**config.mk**
```make
export PLATFORM = sky130hd
export DESIGN_NAME = threshold_frame_scheduler
export DESIGN_NICKNAME = d
export VERILOG_FILES = /design/src/rtl/threshold_pkg.sv /design/src/rtl/threshold_frame_counter.sv /design/src/rtl/threshold_frame_scheduler.sv
export SDC_FILE = /design/constraint.sdc
export NUM_CORES = 1
export LEC_CHECK = 0
export CAP_MARGIN = 30
export CELL_PAD_IN_SITES_DETAIL_PLACEMENT = 0
export CELL_PAD_IN_SITES_GLOBAL_PLACEMENT = 1
export CORE_MARGIN = 10
export CORE_UTILIZATION = 24
export DETAILED_ROUTE_END_ITERATION = 7
export PLACE_DENSITY_LB_ADDON = 0.1
export SLEW_MARGIN = 5
export SYNTH_ARGS = -nofsm -noshare
export SYNTH_HDL_FRONTEND = slang
export SYNTH_SLANG_ARGS = --single-unit
```
**constraint.sdc**
```tcl
create_clock -name CLK -period 1.3 [get_ports CLK]
set_clock_uncertainty 0.05 [all_clocks]
set_input_delay 0.26 -clock CLK [delete_from_list [all_inputs] [get_ports CLK]]
set_output_delay 0.26 -clock CLK [all_outputs]
set_load 0.03 [all_outputs]
```
**src/rtl/threshold_pkg.sv**
```systemverilog
// Shared types, constants and actor handshake macro for the threshold frame scheduler.
`ifndef THRESHOLD_PKG_SV
`define THRESHOLD_PKG_SV

// A token moves when the producer sends and the consumer is ready.
`define ACTOR_FIRE(send, rdy) ((send) & (rdy))

package threshold_pkg;

    localparam int unsigned DEF_DATA_W    = 8;
    localparam int unsigned ACTOR_COUNT_W = 16;

    localparam logic [DEF_DATA_W-1:0] PIX_MAX = '1;

    typedef enum logic {
        S_CFG = 1'b0,
        S_RUN = 1'b1
    } state_e;

endpackage

`endif

```
**src/rtl/threshold_frame_counter.sv**
```systemverilog
// Pixel counter with enable, synchronous clear and a terminal-count flag.
module threshold_frame_counter #(
    parameter int unsigned      CNT_W = 18,
    parameter logic [CNT_W-1:0] LAST  = '1
) (
    input  logic             clk,
    input  logic             rst_n,
    input  logic             en_i,
    input  logic             clr_i,
    output logic [CNT_W-1:0] count_o,
    output logic             tc_c
);

    logic [CNT_W-1:0] count_q, count_d;

    // Clear wins over increment so the terminal pixel returns the count to zero.
    always_comb begin
        count_d = count_q;
        if (clr_i) begin
            count_d = '0;
        end else if (en_i) begin
            count_d = count_q + CNT_W'(1);
        end
    end

    always_ff @(posedge clk or negedge rst_n) begin
        if (!rst_n) begin
            count_q <= '0;
        end else begin
            count_q <= count_d;
        end
    end

    assign count_o = count_q;
    assign tc_c    = (count_q == LAST);

endmodule

```
**src/rtl/threshold_frame_scheduler.sv**
```systemverilog
// Frame sequencer for the threshold actor: one config token, then a frame of pixels,
// each binarised against the latched threshold with one cycle of latency.
module threshold_frame_scheduler
    import threshold_pkg::*;
#(
    parameter int unsigned DATA_W  = DEF_DATA_W,
    parameter int unsigned FRAME_W = 512,
    parameter int unsigned FRAME_H = 512,
    parameter int unsigned CNT_W   = 18,
    parameter bit          INVERT  = 1'b0
) (
    input  logic                     CLK,
    input  logic                     RESET,
    input  logic [DATA_W-1:0]        Cfg_DATA,
    input  logic                     Cfg_SEND,
    input  logic [ACTOR_COUNT_W-1:0] Cfg_COUNT,
    output logic                     Cfg_ACK,
    input  logic [DATA_W-1:0]        In1_DATA,
    input  logic                     In1_SEND,
    input  logic [ACTOR_COUNT_W-1:0] In1_COUNT,
    output logic                     In1_ACK,
    input  logic                     Out1_RDY,
    input  logic                     Out1_ACK,
    output logic [DATA_W-1:0]        Out1_DATA,
    output logic                     Out1_SEND,
    output logic [ACTOR_COUNT_W-1:0] Out1_COUNT,
    output logic                     frame_done,
    output logic [CNT_W-1:0]         pix_count
);

    localparam logic [CNT_W-1:0] LAST_PIX = CNT_W'(FRAME_W * FRAME_H - 1);

    state_e                   state_q, state_d;
    logic [DATA_W-1:0]        thresh_q, thresh_d;
    logic [DATA_W-1:0]        out_data_q;
    logic                     out_send_q;
    logic [ACTOR_COUNT_W-1:0] out_count_q;
    logic                     frame_done_q;
    logic                     cfg_hs;
    logic                     fire;
    logic                     hit;
    logic                     last_pix;

    logic unused_ok;
    assign unused_ok = ^{Cfg_COUNT, In1_COUNT, Out1_ACK};

    threshold_frame_counter #(
        .CNT_W (CNT_W),
        .LAST  (LAST_PIX)
    ) u_counter (
        .clk     (CLK),
        .rst_n   (RESET),
        .en_i    (fire),
        .clr_i   (fire & last_pix),
        .count_o (pix_count),
        .tc_c    (last_pix)
    );

    // Next-state and handshake decode; config is only accepted between frames.
    always_comb begin
        state_d  = state_q;
        thresh_d = thresh_q;
        cfg_hs   = 1'b0;
        fire     = 1'b0;
        case (state_q)
            S_CFG: begin
                cfg_hs = Cfg_SEND;
                if (cfg_hs) begin
                    thresh_d = Cfg_DATA;
                    state_d  = S_RUN;
                end
            end
            S_RUN: begin
                fire = `ACTOR_FIRE(In1_SEND, Out1_RDY);
                if (fire && last_pix) begin
                    state_d = S_CFG;
                end
            end
            default: state_d = S_CFG;
        endcase
    end

    assign hit     = (In1_DATA > thresh_q) ^ INVERT;
    assign Cfg_ACK = cfg_hs & RESET;
    assign In1_ACK = fire;

    always_ff @(posedge CLK or negedge RESET) begin
        if (!RESET) begin
            state_q      <= S_CFG;
            thresh_q     <= '0;
            out_data_q   <= '0;
            out_send_q   <= 1'b0;
            out_count_q  <= '0;
            frame_done_q <= 1'b0;
        end else begin
            state_q      <= state_d;
            thresh_q     <= thresh_d;
            out_send_q   <= fire;
            out_count_q  <= fire ? ACTOR_COUNT_W'(1) : '0;
            frame_done_q <= fire & last_pix;
            if (fire) begin
                out_data_q <= hit ? {DATA_W{1'b1}} : '0;
            end
        end
    end

    assign Out1_DATA  = out_data_q;
    assign Out1_SEND  = out_send_q;
    assign Out1_COUNT = out_count_q;
    assign frame_done = frame_done_q;

endmodule

```
==> impl_results.md <==
- Status: finished with violations
- Max incr delay on CP: between 300 and 400 ps
- RSZ-0062 raised after global routing: yes
- Initial antenna violation count: 0
- CP Data Required Time: 990 ps
- Period utilization: 119%
- Cell taking the most area after synthesis: dfrtp_1
- CTS H-tree depth: 2
- Sequential-to-total area share from yosys stat: between 40% and 50%
- Post-DP HPWL: around 3900 um
- Fmax: between 600 and 700 MHz
- Post-synthesis sequential element count: 30
- Mapped cell area: roughly 1700 um2
- Critical path type: flop to primary output
- Worst setup margin: -247 ps
- Pre-CTS WS: -531 ps
- Layout area overhead: 75.3%
- Hold crit path type: input pin to async pin
- Cts bufs inserted: 5
- Grt ovf: 0
- ANT cells: 0
- I/O pins: 100
- Pwr per Cell Area: about 1100 nW/um2
- # DRC: 0
- Clock sink count: 30
- Drt first pass iters: 4
- Layout cells sized above 1: between 50% and 60%
- Fin nets: around 330
- Violated checks: setup timing
- Synth unique cells: 35
- Slowest stage cell, crit path: dfrtp_1
- Final setup fails: 24
- GRT Overall Usage: under 10%
- Power after layout: around 3.4 mW
- Number of max-cap violations: 0
- Crit. End Element: primary output
- Die height: about 100 um
- Leakage Power: 1.37 nW
- Inst Count DP: 345
- Final core utilization: roughly 44%
- Yosys warns: 0
- Die area: between 10000 and 15000 um2
- Starting Density: around 25%
- Period minus WS final: approximately 1500 ps
- Commonest non-fill, non-tap cells in the layout: buf_4 (43), buf_6 (36), dfrtp_1 (16)
- First-pass GRT wire length: between 8000 and 9000 um
- Final Slew Violations: 0
- Die width: 104 um
- Share of the synthesized area in the top cell type: between 40% and 50%
- Main area contributors after synthesis: dfrtp_1 (44%), buf_4 (10%), ha_1 (6.6%)
- Synthesized area per cell: 9.82 um2
- Largest net degree at the start of global routing: 31
- Fill count: 704
- Reg2Reg Depth: 6
- Worst-skew pair later-pin latency: 280 ps
- Initial drt markers: 39
- Max clock buf depth: 2
- FF-to-FF Start: u_counter.count_o[0]
- Critical Path Start Type: flop
- Reg-to-reg endpoint: u_counter.count_o[0]
- Vias in the first global route: between 1500 and 2000
- Critical-path maximum fanout: 2
- Critical path data arrival time: about 1200 ps
- Total core area: 6830 um2
- Root buf cell: clkbuf_8
- Critical Path Source: state_q
- Drt wl/cell: 14.2 um
- CTS tree: done
- Worst-path clk slew: ~60 ps
- Fin. Hold Viols: 0
- Final cell count without fillers: ~370
- Rows: 30
- Commonest non-fill, non-tap cell in the layout: buf_4
- Crit-path most repeated cell: buf_6
- Cell Chain, Critical Path: buf_6 > and2b_1 > and2_4 > buf_6
- Routed wire length: 5190 um
- Register-to-register setup slack: -210 ps
- Via Count: approximately 1500
- Input/output buffers: between 50 and 60
- Peak supply drop: roughly 0.66 mV
- RePlAce Congestion: about 0.75
- Routed Antenna Nets: 0
- Cells after synthesis: 173
- Via density: between 4 and 5
report_power, final:
| part | switching [mW] | leakage [nW] | internal [mW] |
|---|---|---|---|
| logic | 0.750 | 0.953 | 0.678 |
| registers | 0.131 | 0.367 | 1.06 |
| clock network | 0.351 | 0.0482 | 0.427 |
| total | 1.23 | 1.37 | 2.16 |
cells by family after synthesis:
kind of cell / count (synthesis) / share of synthesized area [%]
AND/OR/NAND/NOR: 64 / 21.7
buffers and inverters: 36 / 13.1
flip-flops: 30 / 44.2
AO/OA/AOI/OAI: 17 / 5.60
XOR/XNOR: 13 / 6.70
adder cells (fa/ha/maj): 9 / 6.63
multiplexers: 3 / 1.84
other: 1 / 0.221
worst max path at each step:
stage                            endpoint  slack (ps)  depth (start not counted)
floorplan           u_counter.count_o[17]        -200                          5
global placement    u_counter.count_o[15]        -490                          6
detailed placement  u_counter.count_o[11]        -530                          6
CTS                               Cfg_ACK        -270                          4
global route         u_counter.count_o[1]        -310                          6
finish                            Cfg_ACK        -250                          4
worst max-delay path: cells and delay by family (launching register included):
kind	cells	cell delay, ps
flip-flops	1	390
buffers and inverters	2	240
AND/OR/NAND/NOR	2	330
cell usage after synthesis (all sizes together):
| cell type | number |
|---|---|
| xnor2 | 10 |
| conb | 1 |
| buf | 24 |
| and4 | 5 |
| nand2b | 1 |
| a211o | 1 |
| nor4b | 1 |
| nand3 | 6 |
| and2b | 1 |
| nor2b | 2 |
| a31oi | 2 |
| nor3b | 2 |
| nand4 | 6 |
| a21oi | 2 |
| nor3 | 4 |
| inv | 9 |
| o21ai | 11 |
| nor2 | 12 |
| mux2 | 1 |
| mux2i | 2 |
| ha | 9 |
| xor2 | 3 |
| clkbuf | 3 |
| and3 | 1 |
| a311oi | 1 |
| nor4 | 2 |
| dfrtp | 30 |
| and2 | 3 |
| nand2 | 18 |
stage by stage:
stage / hold WS (ps) / TNS (ps) / cell area, um2
6_report: 399 / -3370 / 2980
5_1_grt: 440 / -5420 / 2980
4_1_cts: 414 / -3560 / 2780
3_5_place_dp: 481 / -10230 / 2460
2_1_floorplan: -85.6 / -2640 / 1810
3_3_place_gp: 464 / -9770 / 2460
layout make-up:
type	instances	area (um2)	area share, %
clock buffers	7	86.3	2.90
clock inverters	1	5.00	0.168
inverters	9	33.8	1.13
multi-input cells	121	993	33.3
flip-flops and latches	30	768	25.8
well taps	96	120	4.03
repair buffers	101	972	32.6
routing by layer:
metal / up-vias / global-route usage, % / routed length [um]
met5: - / 0 / 0
met4: 0 / 3.88 / 86
met3: 6 / 2.85 / 257
met2: 48 / 15.5 / 2580
met1: 739 / 10.6 / 2270
li1: 744 / - / -
sequential cells by signal, summed over array words and instances (netlist names):
name,flops
Out1_COUNT,1
Out1_DATA,1
frame_done,1
state_q,1
thresh_q,8
u_counter.count_o,18
repair_timing:
item / in CTS / in global routing
setup buffers: 9 / 7
endpoints found under the setup margin: 43 / 44
hold buffers: 0 / 0
cloned: 0 / 1
gates resized for setup: 51 / 37
pin swaps: 17 / 13
Power figures use the tool's default switching activity.
